## config.mk

```make
export PLATFORM = sky130hd
export DESIGN_NAME = dual_dequeue_ctrl
export DESIGN_NICKNAME = d
export VERILOG_FILES = /design/src/rtl/dual_dequeue_ctrl.sv
export SDC_FILE = /design/constraint.sdc
export NUM_CORES = 1
export LEC_CHECK = 0
export CORE_MARGIN = 4
export CORE_UTILIZATION = 43
export CTS_BUF_LIST = sky130_fd_sc_hd__clkbuf_4 sky130_fd_sc_hd__clkbuf_8
export DETAILED_ROUTE_END_ITERATION = 6
export PLACE_DENSITY = 0.81
export SYNTH_ARGS = -nofsm -noshare
export SYNTH_HDL_FRONTEND = slang
export SYNTH_SLANG_ARGS = --single-unit
```

## constraint.sdc

```tcl
create_clock -name clk -period 5.4 [get_ports clk]
set_input_delay 1.35 -clock clk [delete_from_list [all_inputs] [get_ports clk]]
set_output_delay 1.35 -clock clk [all_outputs]
set_load 0.02 [all_outputs]
```

## src/rtl/dual_dequeue_ctrl.sv

```systemverilog
// Dual-read FIFO dequeue controller feeding a 2-slot in-order output buffer.
// Read enables depend combinationally on consumer ready so the buffer refills with no bubble.
module dual_dequeue_ctrl #(
    parameter int DATA_WIDTH = 5,
    parameter int CNT_WIDTH  = 6
) (
    input  logic                  clk,
    input  logic                  rst,
    input  logic [CNT_WIDTH-1:0]  fifo_num_i,
    input  logic [DATA_WIDTH-1:0] rdata_first_i,
    input  logic [DATA_WIDTH-1:0] rdata_second_i,
    output logic                  rd_first_en_o,
    output logic                  rd_second_en_o,
    input  logic                  flush_i,
    output logic                  out0_valid_o,
    output logic [DATA_WIDTH-1:0] out0_data_o,
    output logic                  out1_valid_o,
    output logic [DATA_WIDTH-1:0] out1_data_o,
    input  logic [1:0]            out_ready_i
);

    logic                  r_v0;
    logic                  r_v1;
    logic [DATA_WIDTH-1:0] r_d0;
    logic [DATA_WIDTH-1:0] r_d1;

    logic                  w_fire0;
    logic                  w_fire1;
    logic [1:0]            w_occ;
    logic [1:0]            w_cons;
    logic [1:0]            w_rem;
    logic [1:0]            w_free;
    logic [1:0]            w_avail;
    logic [1:0]            w_fetch;
    logic [1:0]            w_total;
    logic [DATA_WIDTH-1:0] w_rem0;

    logic                  w_v0_nxt;
    logic                  w_v1_nxt;
    logic [DATA_WIDTH-1:0] w_d0_nxt;
    logic [DATA_WIDTH-1:0] w_d1_nxt;

    assign w_fire0 = r_v0 & out_ready_i[0];
    assign w_fire1 = w_fire0 & r_v1 & out_ready_i[1];

    assign w_occ  = {1'b0, r_v0} + {1'b0, r_v1};
    assign w_cons = {1'b0, w_fire0} + {1'b0, w_fire1};
    assign w_rem  = w_occ - w_cons;
    assign w_free = 2'd2 - w_rem;

    // Any count of two or more lets both read ports pop.
    assign w_avail = (fifo_num_i > CNT_WIDTH'(1)) ? 2'd2 : fifo_num_i[1:0];

    always_comb begin
        w_fetch = (w_free < w_avail) ? w_free : w_avail;
        if (rst || flush_i) begin
            w_fetch = 2'd0;
        end
    end

    assign rd_first_en_o  = (w_fetch != 2'd0);
    assign rd_second_en_o = (w_fetch == 2'd2);

    // With one survivor, it is slot1 if lane 0 fired, else slot0.
    assign w_rem0  = w_fire0 ? r_d1 : r_d0;
    assign w_total = w_rem + w_fetch;

    always_comb begin
        w_d0_nxt = r_d0;
        w_d1_nxt = r_d1;
        w_v0_nxt = (w_total != 2'd0);
        w_v1_nxt = (w_total == 2'd2);
        unique case (w_rem)
            2'd0: begin
                if (w_fetch != 2'd0) begin
                    w_d0_nxt = rdata_first_i;
                end
                if (w_fetch == 2'd2) begin
                    w_d1_nxt = rdata_second_i;
                end
            end
            2'd1: begin
                w_d0_nxt = w_rem0;
                if (w_fetch != 2'd0) begin
                    w_d1_nxt = rdata_first_i;
                end
            end
            default: begin
                w_d0_nxt = r_d0;
                w_d1_nxt = r_d1;
            end
        endcase
    end

    always_ff @(posedge clk) begin
        if (rst) begin
            r_v0 <= 1'b0;
            r_v1 <= 1'b0;
            r_d0 <= '0;
            r_d1 <= '0;
        end else if (flush_i) begin
            r_v0 <= 1'b0;
            r_v1 <= 1'b0;
        end else begin
            r_v0 <= w_v0_nxt;
            r_v1 <= w_v1_nxt;
            r_d0 <= w_d0_nxt;
            r_d1 <= w_d1_nxt;
        end
    end

    assign out0_valid_o = r_v0;
    assign out1_valid_o = r_v1;
    assign out0_data_o  = r_d0;
    assign out1_data_o  = r_d1;

endmodule

```

---- After elaboration in Yosys (flattened, before gate mapping) ----
Cells that the tools add are included.
cells by class
  $add $sub $neg .......................... 5
  magnitude comparators ................... 2
  eq/ne operators ......................... 7
  mux-type cells .......................... 8
  bitwise logic cells ..................... 4
  reduce and logical (&&, ||, !) cells .... 8
operators with widths
  operator             number
  $pmux 5 s2           2
  $mux 5               3
  $ne 2x2->1 const B   4
  $reduce_and 4->1     2
  $gt 6x1->1 const B   1
  $mux 2               3
  $reduce_bool 2->1    3
  $add 1x1->2          2
  $eq 2x2->1 const B   2
  $and 1x1->1          3
  $add 2x2->2          1
  $eq 2x1->1 const B   1
  $logic_not 2->1      1
  $lt 2x2->1           1
  $reduce_or 2->1      1
  $sub 2x2->2          1
  $sub 2x2->2 const A  1
  $logic_or 1x1->1     1
  $not 1->1            1
word-level totals
  register bits ........................... 12
  input bits .............................. 21
  output and inout bits ................... 14
  logic and storage cells ................. 38

---- Logic depth before layout (Yosys ltp) ----
  depth after elaboration ................. 12
  gate-level depth with buffers ........... 15
  depth with buffers taken out ............ 15

---- Worst setup path before layout ----
No wires, ideal clock.
  kind .................................... input to output
  start ................................... in out_ready_i[0]
  end ..................................... out rd_first_en_o
  arrival time ............................ 3.764 ns
  required time ........................... 4.050 ns
  setup slack ............................. 0.286 ns
  stages on the path ...................... 10
  path buffers ............................ 0
  cells stage by stage .................... nand4_1 -> fa_1 -> ha_1 -> xor2_1 -> ha_1 -> inv_1 -> ha_1 -> nor2_1 -> or3_1 -> o21ai_0
between the ends
  cells in the longest elaborated chain, start to end .. 10
RTL lines
  what                      RTL line  RTL
  from (decl)               19        input logic [1:0] out_ready_i
  $and 1x1->1 *             43        assign w_fire0 = r_v0 & out_ready_i[0];
  $and 1x1->1 (2 in a row)  44        assign w_fire1 = w_fire0 & r_v1 & out_ready_i[1];
  $add 1x1->2 *             47        assign w_cons = {1'b0, w_fire0} + {1'b0, w_fire1};
  $sub 2x2->2 *             48        assign w_rem = w_occ - w_cons;
  $sub 2x2->2 *             49        assign w_free = 2'd2 - w_rem;
  $lt 2x2->1                55        w_fetch = (w_free < w_avail) ? w_free : w_avail;
  $mux 2 *                  55
  $mux 2 *                  56        if (rst || flush_i) begin
  $reduce_bool 2->1 *       61        assign rd_first_en_o = (w_fetch != 2'd0);
  to (decl)                 12        output logic rd_first_en_o,
Mark *: on every way between the ends. The rest lies on a longest branch, timed or not.

---- Final worst setup path ----
  start ................................... in out_ready_i[1]
  end ..................................... out rd_second_en_o
between the ends
  cells in the longest elaborated chain, start to end .. 8
RTL lines
  what           RTL line  RTL
  $and 1x1->1 *  44
  $add 1x1->2 *  47
  $sub 2x2->2 *  48
  $sub 2x2->2 *  49
  $lt 2x2->1     55
  $mux 2 *       55
  $mux 2 *       56
  $eq 2x2->1 *   62        assign rd_second_en_o = (w_fetch == 2'd2);
  to (decl)      13        output logic rd_second_en_o,
Marked as above.

==> flow_summary.json <==
{
  "status": "completed",
  "wl_per_cell_um": 14.7,
  "stdcell_area_mm2": 0.00136,
  "drive_gt1_frac": 0.285,
  "mostFrequentLayoutCell": "clkdlybuf4s50_1",
  "min_path_type": "reg -> reg",
  "critPathLaunchType": "input port",
  "switching_share": 0.430,
  "nNetsFinal": 166,
  "final_cell_mix": "clkdlybuf4s50_1, buf_4, dfxtp_1",
  "fin_util": 0.762,
  "setup_viol": 0,
  "seqPwrFrac": 0.161,
  "cp_slowest_cell": "fa_1",
  "syn_avg_cell_area_um2": 9.51,
  "pre_cts_slack_ns": -0.471,
  "crit_path_max_incr_delay_ns": 0.52,
  "yosysSeqAreaShare": 0.290,
  "ys_warn_count": 0,
  "pwr_density_cell_mw_per_mm2": 647,
  "start_util": 0.464,
  "crit_buf_inv": 3,
  "power.leakage_nw": 0.570,
  "rows": 15,
  "cap_viol_max_count": 0,
  "placedCellCount": 156,
  "grt_max_degree": 17,
  "combinationalPowerShare": 0.757,
  "cts.sinks": 12,
  "finalNonFillerCells": 162,
  "grt_overflow": 0,
  "grt_pass1_wl_um": 3800,
  "route.detailed.drc": 0,
  "total_power_mw": 0.879,
  "cts-root-buf": "clkbuf_4",
  "die_w_um": 51.9,
  "finalCritPeriodShare": 0.993,
  "die_y_um": 51.9,
  "hold_violations": 0,
  "ys_ff_latch": 12,
  "path_cells": "clkdlybuf4s50_1 > nand4_1 > fa_1 > ha_2 > xor2_2 > ha_1 > inv_2 > ha_1 > nor2_1 > or3_4 > nor2_4 > nor2_1 > buf_4",
  "power_switching_mw": 0.378,
  "htree_levels": 1,
  "port_buffers": 34,
  "vias": 866,
  "dpl_cell_area_mm2": 0.00128,
  "cts_tree": "done",
  "postSynthCellCount": 87,
  "grt_pass1_vias": 840,
  "clock_skew_ns": 0.00520,
  "wl_um": 2380,
  "gp_congestion": 0.760,
  "worst_slew_pin_slew_ns": 0.583,
  "max_freq_mhz": 186,
  "grt_use_total": 0.188,
  "syn_nets": 115,
  "dieArea_mm2": 0.00269,
  "hold-worst-slack_ns": 0.499,
  "firstDrtPassIters": 4,
  "ys_types": 31,
  "coreArea_mm2": 0.00178,
  "synthToLayoutAreaGrowth_pct": 64.3,
  "netlist_area_um2": 827,
  "cts-buffers-inserted": 3,
  "clkPwrFrac": 0.081,
  "yosys.area.top_type_share": 0.290,
  "first_iter_violations": 12,
  "max-vdd-ir-drop_mv": 0.441,
  "maxSlewHeadroom": 0.608,
  "yosys.area.top_type": "dfxtp_1",
  "worst_slack_ns": 0.0356,
  "ios": 35,
  "dp_hpwl_um": 1760,
  "drv_slew": 0,
  "arrival_ns": 4.01,
  "worstSetupPathType": "in -> out",
  "cpLargestDelayFamily": "adder cells",
  "grt_antenna_before_repair": 0,
  "yosys-top-cells-area": "dfxtp_1, mux2i_1, ha_1",
  "fin_tns_setup_ns": 0,
  "clk_pin_slew_ns": 0.07,
  "worstPathMaxFanout": 3,
  "diodes": 0,
  "vias_per_cell": 5.35,
  "final_antenna_net_count": 0,
  "clockBufferDepth": 2,
  "fin_crit_ns": 5.36,
  "required_ns": 4.05,
  "intPower_mw": 0.501,
  "clock_latency_ns": 0.27,
  "end_kind": "primary output"
}
final cells by class:
| class | count | area (um2) |
|---|---|---|
| fill | 137 | 424 |
| inverter | 3 | 11.3 |
| timing repair buffer | 48 | 443 |
| tap | 25 | 31.3 |
| clock buffer | 4 | 36.3 |
| sequential | 12 | 240 |
| multi-input combinational | 70 | 597 |
tightest hold or removal path, delay by kind of cell (launching register included):
kind	cells	cell delay, ns
simple gates	1	0.08
mux	1	0.06
flops	1	0.32
per-layer routing:
metal	global-route usage	part of all wire	up-vias
met1	0.226	0.43	416
met5	0	0	-
li1	-	-	425
met2	0.326	0.53	23
met4	0.0437	0.0071	0
met3	0.0544	0.037	2
cell families (layout without fill, tap and decap cells):
family | Yosys count | after routing | share of synthesized area
AND/OR/NAND/NOR | 28 | 28 | 0.191
AO/OA/AOI/OAI | 17 | 17 | 0.160
multiplexers | 15 | 15 | 0.189
flip-flops | 12 | 12 | 0.290
adder cells (fa/ha/maj) | 7 | 7 | 0.115
buffers and inverters | 5 | 55 | 0.0227
XOR/XNOR | 3 | 3 | 0.0318
synthesized netlist by cell type:
cell type and count:
or4_4 1, nor4b_1 1, nor3_1 1, o311ai_0 1
buf_1 1, o21ai_4 1, nor2_1 11, nand2b_1 3
o21ai_1 1, dfxtp_1 12, o2111ai_1 1, inv_1 3
fa_1 1, nor4_2 1, o21a_4 1, ha_1 6
nand3_1 2, or3_1 1, clkbuf_1 1, a21oi_1 6
nand4_1 1, xnor2_1 1, o21ai_0 1, mux2_2 5
or2_2 1, or3b_2 2, a221oi_1 5, nand2_1 2
nand2_2 1, xor2_1 2, mux2i_1 10
repair_timing:
action,in CTS,in global routing
endpoints found under the hold margin,0,0
gates resized for setup,16,5
endpoints found under the setup margin,2,2
hold buffers,0,0
pin swaps,2,1
setup buffers,1,1
state kept, by name, indices dropped and copies added (netlist names):
name / count
out0_data_o: 5
out1_data_o: 5
out0_valid_o: 1
out1_valid_o: 1
power groups by stage:
stage / Clock, mW / Sequential (mW) / Combinational (mW)
after floorplan: 0 / 0.179 / 0.355
after global placement: 0 / 0.142 / 0.611
after detailed placement: 0 / 0.144 / 0.630
after CTS: 0.0741 / 0.142 / 0.649
after global routing: 0.0785 / 0.148 / 0.719
final: 0.0714 / 0.142 / 0.665
worst paths after layout:
kind / from / endpoint / slack, ns / depth (start not counted)
setup / recovery: out_ready_i[1] / rd_second_en_o / 0.04 / 13
hold / removal: out0_data_o[2] / out0_data_o[2] / 0.50 / 2
setup reg to reg: out0_valid_o / out1_valid_o / 2.04 / 15
hold reg to reg: out0_data_o[2] / out0_data_o[2] / 0.50 / 2
Power figures use the tool's default switching activity.
